==> src/rtl/dff_reg_arbiter_if.sv <==
// Requester-side bus of the shared-register arbiter: request/data in, grant/ack/status out.
// The master modport faces the producers and the slave modport faces the arbiter.
interface dff_reg_arbiter_if #(
  parameter int N_REQ   = 4,
  parameter int WIDTH   = 8,
  parameter int OWNER_W = 2
);
  logic [N_REQ-1:0]       req;
  logic [N_REQ*WIDTH-1:0] din;
  logic [N_REQ-1:0]       gnt;
  logic [N_REQ-1:0]       ack;
  logic [WIDTH-1:0]       q;
  logic                   q_valid;
  logic                   busy;
  logic [OWNER_W-1:0]     owner;

  modport master (
    output req, din,
    input  gnt, ack, q, q_valid, busy, owner
  );

  modport slave (
    input  req, din,
    output gnt, ack, q, q_valid, busy, owner
  );
endinterface

==> src/rtl/dff_reg_arbiter.sv <==
// Round-robin arbiter that loads one requester's word into a shared register,
// holds the grant for HOLD_CYCLES cycles, then rotates priority past the owner.
module dff_reg_arbiter #(
  parameter int N_REQ       = 4,
  parameter int WIDTH       = 8,
  parameter int HOLD_CYCLES = 2,
  parameter int OWNER_W     = 2
) (
  input  logic           clk,
  input  logic           rst_n,
  dff_reg_arbiter_if.slave bus
);

  localparam int                   CNT_W     = (HOLD_CYCLES > 1) ? $clog2(HOLD_CYCLES) : 1;
  localparam logic [CNT_W-1:0]     CNT_LAST  = CNT_W'(HOLD_CYCLES - 1);
  localparam logic [OWNER_W:0]     N_REQ_X   = (OWNER_W + 1)'(N_REQ);
  localparam logic [OWNER_W-1:0]   OWNER_MAX = OWNER_W'(N_REQ - 1);
  localparam logic [N_REQ-1:0]     ONE_HOT0  = N_REQ'(1);

  typedef enum logic [1:0] {
    S_IDLE,
    S_GRANT,
    S_HOLD
  } state_t;

  state_t             state_reg;
  logic [OWNER_W-1:0] ptr_reg;
  logic [OWNER_W-1:0] owner_reg;
  logic [CNT_W-1:0]   cnt_reg;
  logic [N_REQ-1:0]   gnt_reg;
  logic [N_REQ-1:0]   ack_reg;
  logic [WIDTH-1:0]   q_reg;
  logic               q_valid_reg;
  logic               busy_reg;

  logic [WIDTH-1:0]   din_arr [N_REQ];
  logic [OWNER_W-1:0] win_next;
  logic [OWNER_W:0]   cand;

  generate
    for (genvar gi = 0; gi < N_REQ; gi++) begin : g_din
      assign din_arr[gi] = bus.din[gi*WIDTH +: WIDTH];
    end
  endgenerate

  // Scan from the farthest offset back towards ptr so the nearest set bit wins.
  always_comb begin
    win_next = '0;
    cand     = '0;
    for (int k = N_REQ - 1; k >= 0; k--) begin
      cand = {1'b0, ptr_reg} + (OWNER_W + 1)'(k);
      if (cand >= N_REQ_X) begin
        cand = cand - N_REQ_X;
      end
      if (bus.req[cand[OWNER_W-1:0]]) begin
        win_next = cand[OWNER_W-1:0];
      end
    end
  end

  always_ff @(posedge clk or negedge rst_n) begin
    if (!rst_n) begin
      state_reg   <= S_IDLE;
      ptr_reg     <= '0;
      owner_reg   <= '0;
      cnt_reg     <= '0;
      gnt_reg     <= '0;
      ack_reg     <= '0;
      q_reg       <= '0;
      q_valid_reg <= 1'b0;
      busy_reg    <= 1'b0;
    end else begin
      case (state_reg)
        S_IDLE: begin
          if (|bus.req) begin
            state_reg <= S_GRANT;
            gnt_reg   <= ONE_HOT0 << win_next;
            owner_reg <= win_next;
            busy_reg  <= 1'b1;
          end
        end
        S_GRANT: begin
          // gnt_reg is already one-hot on the owner, so it doubles as the ack pattern.
          q_reg       <= din_arr[owner_reg];
          q_valid_reg <= 1'b1;
          ack_reg     <= gnt_reg;
          cnt_reg     <= '0;
          state_reg   <= S_HOLD;
        end
        S_HOLD: begin
          ack_reg <= '0;
          if (cnt_reg == CNT_LAST) begin
            gnt_reg   <= '0;
            busy_reg  <= 1'b0;
            ptr_reg   <= (owner_reg == OWNER_MAX) ? '0 : owner_reg + OWNER_W'(1);
            state_reg <= S_IDLE;
          end else begin
            cnt_reg <= cnt_reg + CNT_W'(1);
          end
        end
        default: begin
          state_reg <= S_IDLE;
        end
      endcase
    end
  end

  assign bus.gnt     = gnt_reg;
  assign bus.ack     = ack_reg;
  assign bus.q       = q_reg;
  assign bus.q_valid = q_valid_reg;
  assign bus.busy    = busy_reg;
  assign bus.owner   = owner_reg;

endmodule

==> src/flat_wrapper.sv <==
// flat-port wrapper written by rule: the top's interface ports become plain ports
module dff_reg_arbiter_flat 
#(
  parameter int N_REQ       = 4,
  parameter int WIDTH       = 8,
  parameter int HOLD_CYCLES = 2,
  parameter int OWNER_W     = 2
)
  (clk, rst_n, bus_req, bus_din, bus_gnt, bus_ack, bus_q, bus_q_valid, bus_busy, bus_owner);
  dff_reg_arbiter_if #(.N_REQ(N_REQ), .WIDTH(WIDTH), .OWNER_W(OWNER_W)) bus_i ();
  input  logic clk;
  input  logic rst_n;
  input wire logic [$bits(bus_i.req)-1:0] bus_req;
  input wire logic [$bits(bus_i.din)-1:0] bus_din;
  output wire logic [$bits(bus_i.gnt)-1:0] bus_gnt;
  output wire logic [$bits(bus_i.ack)-1:0] bus_ack;
  output wire logic [$bits(bus_i.q)-1:0] bus_q;
  output wire logic [$bits(bus_i.q_valid)-1:0] bus_q_valid;
  output wire logic [$bits(bus_i.busy)-1:0] bus_busy;
  output wire logic [$bits(bus_i.owner)-1:0] bus_owner;
  assign bus_i.req = bus_req;
  assign bus_i.din = bus_din;
  assign bus_gnt = bus_i.gnt;
  assign bus_ack = bus_i.ack;
  assign bus_q = bus_i.q;
  assign bus_q_valid = bus_i.q_valid;
  assign bus_busy = bus_i.busy;
  assign bus_owner = bus_i.owner;
  dff_reg_arbiter #(.N_REQ(N_REQ), .WIDTH(WIDTH), .HOLD_CYCLES(HOLD_CYCLES), .OWNER_W(OWNER_W)) u_core (.clk(clk), .rst_n(rst_n), .bus(bus_i));
endmodule
==> config.mk <==
export PLATFORM = sky130hd
export DESIGN_NAME = dff_reg_arbiter_flat
export DESIGN_NICKNAME = d
export VERILOG_FILES = /design/src/rtl/dff_reg_arbiter_if.sv /design/src/rtl/dff_reg_arbiter.sv /design/src/flat_wrapper.sv
export SDC_FILE = /design/constraint.sdc
export NUM_CORES = 1
export LEC_CHECK = 0
export BUFFER_PORTS_ARGS = -buffer_cell sky130_fd_sc_hd__buf_2
export CORE_AREA = 2 2 74 48
export DETAILED_ROUTE_END_ITERATION = 16
export DIE_AREA = 0 0 76 50
export GPL_ROUTABILITY_DRIVEN = 0
export HOLD_SLACK_MARGIN = 0.05
export PLACE_DENSITY = 0.74
export SYNTH_ARGS = -nofsm -noshare
export SYNTH_HDL_FRONTEND = slang
export SYNTH_SLANG_ARGS = --single-unit
==> constraint.sdc <==
create_clock -name clk -period 2.9 [get_ports clk]
set_clock_uncertainty 0.1 [all_clocks]
set_input_delay 0.58 -clock clk [delete_from_list [all_inputs] [get_ports clk]]
set_output_delay 0.58 -clock clk [all_outputs]
set_load 0.01 [all_outputs]
==> reports/qor.csv <==
metric,value,unit
hold_path.class,in2async,
place_area,0.00165,mm2
drc,0,
path_cells,buf_2,
r2r_slack,960,ps
netlist_area,0.00134,mm2
rows,16,
pin_count,58,
powerDensity,968,mW/mm2
track_usage,17.8,%
synth-simple-area-share,9.24,%
synth_xor_area_share,0,%
antenna_found_initial,0,
grt_max_degree,26,
status,finished clean,
io_buffers,57,
post_cts_buffers,0,
grt_pass1_wl,5090,um
r2r_cells,6,
critPathMaxFanout,12,
nets,208,
dr.pass1.iters,4,
syn2layout_area_growth,26.8,%
critPathKind,reg2out,
wl_met1,1370,um
r2r-start,u_core.state_reg[0],
core_area,0.00310,mm2
clk_path_buf_depth,2,
syn_avg_cell_area,12.5,um2
postCtsResizedCells,0,
synthCells,107,
die_width,76,um
synthTopCellsByArea,"dfrtp_1, mux4_2, mux2_2",
ys_seq_area_share,46.7,%
setup_violations,0,
cts_made_buffers,3,
wl_per_cell,15.4,um
synth_cell_types,28,
crit_family,flip-flops,
antenna_left,0,
synthMuxAreaShare,22.6,%
yosys.area.top_type,dfrtp_1,
yosysMostFrequentCell,dfrtp_1,
fin_crit,1940,ps
arrival,1260,ps
worstSkewPairLatency,270,ps
rsz0062_at_grt,no,
synth_ff_type,dfrtp_1,
largest_reg_flops,8,
die-area,0.00380,mm2
whs,194,ps
hold_violations,0,
ys_top_cells_by_count,"dfrtp_1, nand2_1, mux2_2, mux4_2, inv_1",
cts_tree,built,
avgViaCountPerCell,5.25,
wl_met3,145,um
first_iter_violations,56,
finalWirelength,3200,um
rr_endpoint,u_core.bus.gnt[1],
cp_slowest_cell,dfrtp_1,
cp-start-kind,flip-flop,
grt_pass1_vias,1059,
synth_adder_area_share,5.60,%
finalMaxSlewViolations,0,
overflow,0,
cp_data_required_time,2220,ps
post-route-period-util,66.9,%
yosysWarnings,0,
vias,1092,
synthArstFlopShare,100,%
start_util,43.2,%
peakVddDrop,0.333,mV
diodes,0,
cts_max_level,1,
cts_hold_buf,0,
synth-compound-area-share,11.9,%
clock_sinks,25,
top_layer,met4,
setup_tns,0,ps
syn_nets,151,
clk_transition_reported_paths,80,ps
die_h,50,um
worst_pin_slew,618,ps
cts_root_buffer,clkbuf_8,
max_stage_delay,740,ps
p_leak,0.000799,uW
worst-path-buf-inv,1,
maxCapViolCount,0,
synth-edff-count,0,
layout-drive-gt1-share,52.1,%
route.met2.wl,1620,um
netlist.area_leader.share,46.7,%
ys_ff_latch,25,
max_slew_margin,58.8,%
fmax,0.515,GHz
synth_top_family_by_area,multiplexers,
cp-end-kind,primary output,
final_area,0.00170,mm2
hpwlAfterDp,2540,um
power breakdown:
group	internal [uW]	switching [uW]
sequential	493	148
clock	98.3	106
combinational	416	383
through the flow:
stage          setup WS, ps  total power (uW)  utilization, %  instances
2_1_floorplan          1240              1190               -        107
3_3_place_gp           1100              1400            53.3        204
3_5_place_dp            994              1450            53.3        204
4_1_cts                 938              1660            54.8        208
5_1_grt                 844              1770            54.8        208
6_report                959              1640            54.8        208
final cells by class:
| cell class | count | area, um2 |
|---|---|---|
| Clock buffer | 4 | 45.0 |
| Multi-Input combinational cell | 70 | 661 |
| Fill cell | 293 | 1400 |
| Inverter | 7 | 26.3 |
| Tap cell | 45 | 56.3 |
| Sequential cell | 25 | 626 |
| Timing Repair Buffer | 57 | 285 |
cell usage in the layout, fill, tap and decap left out, drive strengths merged:
| cell | netlist | layout |
|---|---|---|
| a21oi | 4 | 4 |
| a22o | 1 | 1 |
| a32o | 4 | 4 |
| buf | 2 | 57 |
| clkbuf | 3 | 4 |
| dfrtp | 25 | 25 |
| ha | 6 | 6 |
| inv | 7 | 7 |
| mux2 | 10 | 10 |
| mux2i | 1 | 1 |
| mux4 | 8 | 8 |
| nand2 | 12 | 12 |
| nand2b | 1 | 1 |
| nor2 | 3 | 3 |
| nor2b | 1 | 1 |
| nor3 | 1 | 1 |
| nor4 | 1 | 1 |
| o21a | 1 | 1 |
| o21ai | 6 | 6 |
| o22a | 1 | 1 |
| o22ai | 5 | 5 |
| o31ai | 1 | 1 |
| or2 | 1 | 1 |
| or2b | 1 | 1 |
| or3 | 1 | 1 |
worst max-delay path by stage:
stage / from / end / slack, ps / cells past startpoint
4_1_cts: u_core.bus.owner[0] / bus_owner[0] / 940 / 1
3_3_place_gp: bus_req[1] / u_core.bus.gnt[1] / 1100 / 5
6_report: u_core.bus.owner[0] / bus_owner[0] / 960 / 1
3_5_place_dp: u_core.state_reg[0] / u_core.bus.gnt[1] / 990 / 6
2_1_floorplan: u_core.state_reg[0] / u_core.bus.gnt[0] / 1240 / 7
5_1_grt: u_core.state_reg[0] / u_core.bus.gnt[1] / 840 / 6
kinds of logic (layout without fill, tap and decap cells):
| logic type | Yosys count | after routing |
|---|---|---|
| DFF | 25 | 25 |
| AOI/OAI and AO/OA | 23 | 23 |
| and+or+nand+nor | 22 | 22 |
| muxes | 19 | 19 |
| buffers and inverters | 12 | 68 |
| adders and majority gates | 6 | 6 |
per-layer routing:
layer,GRT usage (%),vias up
met4,7.58,0
met3,5.13,4
met2,30.8,34
met5,0,-
met1,21.1,549
li1,-,505
Note: power is estimated with default switching activity, not from simulation.
